### src/rtl/branch_pkg.sv
// Shared types for the fetch-PC redirect logic: control-transfer kinds,
// fetch-PC controller states and the default PC step.
package branch_pkg;

   typedef enum logic [1:0] {
      REDIR_NONE = 2'b00,
      REDIR_BRA  = 2'b01,
      REDIR_JAL  = 2'b10,
      REDIR_JALR = 2'b11
   } redir_type_e;

   typedef enum logic [1:0] {
      ST_RUN   = 2'b00,
      ST_FLUSH = 2'b01,
      ST_TRAP  = 2'b10
   } pc_state_e;

   localparam int INST_BYTES = 4;

endpackage

### src/rtl/pc_redirect_unit.sv
// Architectural fetch PC owner: sequential fetch over valid/ready, redirect on taken control
// transfers with a fixed-length front-end flush. Optional misaligned-target trap: MISALIGN_TRAP_EN.
module pc_redirect_unit
   import branch_pkg::*;
#(
   parameter int                   ADDR_WIDTH   = 64,
   parameter int                   INST_WIDTH   = INST_BYTES * 8,
   parameter logic [ADDR_WIDTH-1:0] RESET_PC    = '0,
   parameter int                   FLUSH_CYCLES = 2
) (
   input  logic                  clk,
   input  logic                  rst,
   input  logic                  redirect_valid,
   output logic                  redirect_ready,
   input  logic [1:0]            redirect_type,
   input  logic                  bra_taken,
   input  logic [ADDR_WIDTH-1:0] bra_addr,
   input  logic [ADDR_WIDTH-1:0] jal_addr,
   input  logic [ADDR_WIDTH-1:0] jalr_addr,
   output logic [ADDR_WIDTH-1:0] fetch_pc,
   output logic                  fetch_valid,
   input  logic                  fetch_ready,
   output logic                  flush,
   output logic [1:0]            dbg_state_o
`ifdef MISALIGN_TRAP_EN
   ,
   output logic                  misalign_trap,
   output logic [ADDR_WIDTH-1:0] trap_addr,
   input  logic                  trap_ack
`endif
);

   // Handshakes: a fetch request transfers when fetch_valid & fetch_ready at a rising edge;
   // a redirect is consumed when redirect_valid & redirect_ready at a rising edge. Neither
   // valid depends combinationally on its ready.

   localparam int CW = $clog2(FLUSH_CYCLES + 1);
   localparam logic [ADDR_WIDTH-1:0] STEP = ADDR_WIDTH'(INST_WIDTH / 8);
   localparam logic [CW-1:0] FLUSH_LOAD = CW'(FLUSH_CYCLES);

   pc_state_e             state_q, state_d;
   logic [CW-1:0]         cnt_q, cnt_d;
   logic [ADDR_WIDTH-1:0] pc_q, pc_d;
   logic                  valid_q, valid_d;
   logic                  flush_q, flush_d;
   logic                  taken;
   logic                  fire;
   logic [ADDR_WIDTH-1:0] target;

`ifdef MISALIGN_TRAP_EN
   logic                  trap_q, trap_d;
   logic [ADDR_WIDTH-1:0] trap_addr_q, trap_addr_d;
`endif

   assign fetch_pc       = pc_q;
   assign fetch_valid    = valid_q;
   assign redirect_ready = valid_q;
   assign flush          = flush_q;
   assign dbg_state_o    = state_q;

`ifdef MISALIGN_TRAP_EN
   assign misalign_trap = trap_q;
   assign trap_addr     = trap_addr_q;
`endif

   // Target select and taken decode
   always_comb begin
      taken  = 1'b0;
      target = '0;
      case (redir_type_e'(redirect_type))
         REDIR_BRA: begin
            taken  = bra_taken;
            target = bra_addr;
         end
         REDIR_JAL: begin
            taken  = 1'b1;
            target = jal_addr;
         end
         REDIR_JALR: begin
            taken  = 1'b1;
            target = jalr_addr;
         end
         default: begin
            taken  = 1'b0;
            target = '0;
         end
      endcase
`ifndef MISALIGN_TRAP_EN
      // Without the trap, low bits are dropped and the redirect proceeds normally.
      target = target & ~ADDR_WIDTH'(3);
`endif
   end

   assign fire = redirect_valid & redirect_ready & taken;

   always_comb begin
      state_d = state_q;
      cnt_d   = cnt_q;
      pc_d    = pc_q;
      flush_d = 1'b0;
`ifdef MISALIGN_TRAP_EN
      trap_d      = trap_q;
      trap_addr_d = trap_addr_q;
`endif
      case (state_q)
         ST_RUN: begin
            // Redirect wins over any same-cycle fetch handshake.
            if (fire) begin
               flush_d = 1'b1;
`ifdef MISALIGN_TRAP_EN
               if (target[1:0] != 2'b00) begin
                  state_d     = ST_TRAP;
                  trap_d      = 1'b1;
                  trap_addr_d = target;
               end else begin
                  pc_d    = target;
                  state_d = ST_FLUSH;
                  cnt_d   = FLUSH_LOAD;
               end
`else
               pc_d    = target;
               state_d = ST_FLUSH;
               cnt_d   = FLUSH_LOAD;
`endif
            end else if (valid_q && fetch_ready) begin
               pc_d = pc_q + STEP;
            end
         end
         ST_FLUSH: begin
            cnt_d = cnt_q - CW'(1);
            if (cnt_q <= CW'(1)) begin
               state_d = ST_RUN;
               cnt_d   = '0;
            end
         end
`ifdef MISALIGN_TRAP_EN
         ST_TRAP: begin
            if (trap_ack) begin
               pc_d    = RESET_PC;
               trap_d  = 1'b0;
               state_d = ST_FLUSH;
               cnt_d   = FLUSH_LOAD;
            end
         end
`endif
         default: begin
            state_d = ST_RUN;
            cnt_d   = '0;
         end
      endcase
      valid_d = (state_d == ST_RUN);
   end

   always_ff @(posedge clk) begin
      if (rst) begin
         state_q <= ST_RUN;
         cnt_q   <= '0;
         pc_q    <= RESET_PC;
         valid_q <= 1'b0;
         flush_q <= 1'b0;
      end else begin
         state_q <= state_d;
         cnt_q   <= cnt_d;
         pc_q    <= pc_d;
         valid_q <= valid_d;
         flush_q <= flush_d;
      end
   end

`ifdef MISALIGN_TRAP_EN
   always_ff @(posedge clk) begin
      if (rst) begin
         trap_q      <= 1'b0;
         trap_addr_q <= '0;
      end else begin
         trap_q      <= trap_d;
         trap_addr_q <= trap_addr_d;
      end
   end
`endif

endmodule

### config.mk
export PLATFORM = sky130hd
export DESIGN_NAME = pc_redirect_unit
export DESIGN_NICKNAME = d
export VERILOG_FILES = /design/src/rtl/branch_pkg.sv /design/src/rtl/pc_redirect_unit.sv
export SDC_FILE = /design/constraint.sdc
export NUM_CORES = 1
export LEC_CHECK = 0
export BUFFER_PORTS_ARGS = -buffer_cell sky130_fd_sc_hd__buf_4
export CAP_MARGIN = 20
export CORE_MARGIN = 1
export CORE_UTILIZATION = 45
export CTS_BUF_LIST = sky130_fd_sc_hd__clkbuf_4 sky130_fd_sc_hd__clkbuf_8 sky130_fd_sc_hd__clkbuf_16
export CTS_CLUSTER_SIZE = 10
export DETAILED_ROUTE_END_ITERATION = 10
export PLACE_DENSITY_LB_ADDON = 0.15
export SLEW_MARGIN = 40
export SYNTH_ARGS = -nofsm -noshare
export SYNTH_HDL_FRONTEND = slang
export SYNTH_SLANG_ARGS = --single-unit
### constraint.sdc
create_clock -name clk -period 2.76 [get_ports clk]
set_input_delay 0.138 -clock clk [delete_from_list [all_inputs] [get_ports clk]]
set_output_delay 0.138 -clock clk [all_outputs]
set_load 0.05 [all_outputs]
# ---- Yosys cells after proc, flatten, opt, wreduce, memory -nomap -nowiden
# Cells that the tools add are included.
dict set report classes {
  add_sub_neg 2
  n_mul 0
  div_mod_pow 0
  n_lt_le_gt_ge 1
  eq_ne 5
  n_shift 0
  muxes 11
  bitwise_logic 3
  reduce_logical 7
}
# op count
set ops {}
lappend ops {{64-bit one-hot mux with 3 select lines} 1}
lappend ops {{64-bit 2-to-1 mux} 2}
lappend ops {{64-bit by 3-bit adder with 64-bit output, second input constant} 1}
lappend ops {{2-bit 2-to-1 mux} 4}
lappend ops {{2-bit one-hot mux with 2 select lines} 2}
lappend ops {{2-bit by 1-bit == test with 1-bit output, second input constant} 2}
lappend ops {{2-bit == test, second input constant} 2}
lappend ops {{2-bit zero test} 2}
lappend ops {{2-bit OR reduction} 2}
lappend ops {{1-bit AND} 2}
lappend ops {{2-bit by 1-bit less-or-equal comparator with 1-bit output, second input constant} 1}
lappend ops {{2-bit inequality test, second input constant} 1}
lappend ops {{1-bit one-hot mux with 2 select lines} 1}
lappend ops {{2-bit AND reduction} 1}
lappend ops {{2-bit nonzero test} 1}
lappend ops {{2-bit by 1-bit subtractor with 2-bit output, second input constant} 1}
lappend ops {{1-bit logical AND} 1}
lappend ops {{1-bit 2-to-1 mux} 1}
lappend ops {{1-bit NOT} 1}
dict set report totals {
  reg_bits 70
  latchBits 0
  mem_bits_rw 0
  rom_bits 0
  word_cells 34
  mem_count 0
}

# ---- Depth between registers and ports, before layout
dict set report logic_depth {
  word_depth 7
  mapped_depth 9
}

# ---- Worst setup path after synthesis
# No wires, ideal clock.
dict set report synth_path {
  kind {flip-flop to flip-flop}
  start {register pc_q[13], in the netlist fetch_pc[13]}
  end {register pc_q[61], in the netlist fetch_pc[61]}
  setup_time_ns 0.130
  arrival_time_ns 2.258
  required_time_ns 2.630
  setup_slack_ns 0.372
  path_stages_with_launch 8
  synth_period_minus_slack_ns 2.388
  path_cell_list {dfxtp_1 -> and4_1 -> buf_6 -> nand3_4 -> or3_4 -> nor4_4 -> mux2i_1 -> o22ai_1}
}
dict set report synth_between {
  elab_chain_len 3
}
# element line_no
set synth_lines {}
lappend synth_lines {{start, declared} pc_redirect_unit.sv:43} ;# logic [ADDR_WIDTH-1:0] pc_q, pc_d;
lappend synth_lines {{start signal, assigned} pc_redirect_unit.sv:164} ;# pc_q <= pc_d;
lappend synth_lines {{64-bit by 3-bit adder with 64-bit output} pc_redirect_unit.sv:126} ;# pc_d = pc_q + STEP;
lappend synth_lines {{64-bit 2-to-1 mux} pc_redirect_unit.sv:125} ;# end else if (valid_q && fetch_ready) begin
lappend synth_lines {{64-bit 2-to-1 mux} pc_redirect_unit.sv:108} ;# if (fire) begin
# Every way passes these cells. The select of a mux whose other input is x is not followed.
# A chain may end at the register's enable or synchronous reset.

# ---- Worst setup path in the final report
dict set report layout_path {
  start {register state_q[0], in the netlist dbg_state_o[0]}
  end {register pc_q[58], in the netlist fetch_pc[58]}
}
dict set report layout_between {
  elab_chain_len 2
}
# element line_no
set layout_lines {}
lappend layout_lines {{start, declared} pc_redirect_unit.sv:41} ;# pc_state_e state_q, state_d;
lappend layout_lines {{start signal, assigned} pc_redirect_unit.sv:162} ;# state_q <= state_d;
lappend layout_lines {{2-bit zero test} pc_redirect_unit.sv:105} ;# case (state_q)
lappend layout_lines {{2-bit AND reduction (no source line)} --}
# Every way passes these cells.

==> results.toml <==
[status]
status = "finished clean"

[power_and_ir_drop]
seqPwrFrac_pct = 35.2
combPwrFrac_pct = 25.8
switchingPower_uw = 891
ir_drop_uv = 253
leakagePower_uw = 0.00323
p_int_uw = 2110
power.total_uw = 3000
p_sw_share_pct = 29.7
p_per_area_nw_per_um2 = 371
clockPowerShare_pct = 39.0

[critical_path]
ff2ff_path_depth = 5
crit_fanout = 18
startpoint_type = "flip-flop"
cp.arrival_ns = 2.72
cp.required_ns = 3.03
crit_path_end_kind = "flip-flop"
critPathKind = "flip-flop to flip-flop"

[route]
drc = 0
first_iter_violations = 568
vias = 7098
drt_wl_total_um = 22000
wl_per_cell_um = 19.2
final_antenna_net_count = 0
viasPerCell = 6.18
firstDrtPassIters = 7

[clock_network]
h-tree-depth = 3
path_clk_slew_ns = 0.06
cts_tree = "yes"
cts_root_buffer = "clkbuf_16"
cts_setup_buffers = 0
cts_num_sinks = 68
cts_buffers = 9
clock_latency_ns = 0.34
clockBufferDepth = 2
holdBufCountCts = 0
cts.repair.resized = 0

[global_routing]
grt_pass1_vias = 6539
grt_pass1_wl_um = 34000
globalRouteOverflowTotal = 0
antenna_found_initial = 0
grt_use_total_pct = 33.4
grt_max_degree = 57

[synthesis]
netlist_instances = 750
async_flop_share_pct = 0
synth_area_um2 = 5670
yosysSeqAreaShare_pct = 24.0
synth.avg_cell_area_um2 = 7.56
ys_types = 63
synthFlopType = "dfxtp_1"
yosys_warnings = 0
ys_ff_latch = 68
synth-edff-count = 0

[floorplan]
die-area_um2 = 13100
fp.dieW_um = 114
num_rows = 40
pin_count = 268
die_y_um = 114
fp.coreArea_um2 = 12200
initial_core_util_pct = 46.6

[sta]
tns_ns = 0
tightest_slew_ns = 0.775
final-hold-violation-count = 0
period_needed_ns = 2.45
fin_skew_ns = 0.0109
slew_headroom_pct = 48.2
fmax_mhz = 408
finalWorstSetupSlack_ns = 0.309
rsz0062_at_grt = "no"
drv_slew = 0
finalSetupViolCount = 0
min_period_over_period_pct = 88.8

[placement]
dp_slack_ns = 0.381
routabilityCongestion = 0.919
io_buffers = 259
hpwl_um = 16300

[run]
maxCapViolCount = 0

[min_path]
hp-class = "input pin to flip-flop"
min_path_cells = 2

[cells_and_area]
fill_cells = 1104
multiInputGateArea_um2 = 4030
layout-area-overhead-vs-synth_pct = 42.7
drive_above_1_share_pct = 39.2
seq_area_um2 = 1360
final_cell_mix = "buf_4 (277), nor2_1 (78), dfxtp_1 (68)"
final_util_pct = 66.5
antenna_cells = 0
fin_nets = 1176
final_common_cell = "buf_4"
[cell families after synthesis]
| logic type | after synthesis | share of synthesized area, % |
|---|---|---|
| mux | 67 | 13.2 |
| other cells | 1 | 0.0661 |
| compound gates | 238 | 27.3 |
| buf+inv | 76 | 5.54 |
| flops | 68 | 24.0 |
| simple gates | 299 | 29.6 |
| fa+ha+maj | 1 | 0.221 |
[registers in the layout, summed over array words and instances (netlist names)]
signal and cells:
fetch_pc 62, cnt_q 2, dbg_state_o 2, fetch_valid 1, flush 1
[layout make-up]
cell class                      count  area share, %
Multi-Input combinational cell    608           49.8
Timing Repair Buffer              281           26.7
Sequential cell                    68           16.8
Clock buffer                       10           2.95
Tap cell                          168           2.60
Clock inverter                      6          0.789
Inverter                            8          0.371
[power by group through the flow]
stage	Sequential (uW)	Clock (uW)	Combinational [uW]
2_1_floorplan	1160	0	323
3_3_place_gp	1070	0	763
3_5_place_dp	1080	0	769
4_1_cts	1050	1180	772
5_1_grt	1060	1210	827
6_report	1060	1170	775
[cell usage after synthesis (8+ instances only)]
library cell	n	share of area [%]
o21ai_0	33	2.9
nand2_1	40	2.6
a221oi_1	9	1.4
nand3_1	38	3.4
o22ai_1	13	1.4
a21oi_1	63	5.6
a22oi_1	49	6.5
and4_1	12	1.9
clkbuf_1	44	2.9
nand4_1	25	2.8
a22o_1	11	1.7
buf_1	12	0.79
nor4_1	9	0.99
nor3_1	28	2.5
dfxtp_1	68	24
a31oi_1	17	1.9
or3_1	8	0.88
and3_1	12	1.3
nor2_1	79	5.2
mux2_2	62	12
inv_1	8	0.53
[path summary, 6_finish.rpt]
| kind | slack, ns | end | startpoint |
|---|---|---|---|
| worst max-delay path | 0.31 | fetch_pc[58] | dbg_state_o[0] |
| worst min register to register | 0.53 | fetch_pc[16] | fetch_pc[16] |
| worst min-delay path | 0.15 | fetch_pc[33] | rst |
| worst max register to register | 0.31 | fetch_pc[58] | dbg_state_o[0] |
[critical path: stages, from the launching register on]
cell	delay, ns
dfxtp_1	0.37
nor3b_1	0.51
o21a_1	0.37
nand2_1	0.52
or3_1	0.53
nand3_1	0.08
[stage by stage]
step | instance area [um^2] | hold slack (ns) | std cells
2_1_floorplan | 5680 | 0.427 | 752
3_3_place_gp | 7790 | 0.481 | 1133
3_5_place_dp | 7790 | 0.488 | 1133
4_1_cts | 8090 | 0.135 | 1149
5_1_grt | 8090 | 0.154 | 1149
6_report | 8090 | 0.153 | 1149
[metal layers]
| metal | global-route usage (%) | part of all wire, % | up-vias |
|---|---|---|---|
| met1 | 39.9 | 39 | 3311 |
| li1 | - | - | 3363 |
| met5 | 0 | 0 | - |
| met4 | 19.9 | 5.6 | 0 |
| met3 | 6.35 | 7.7 | 70 |
| met2 | 55.6 | 48 | 354 |
(Power assumes the default switching activity.)
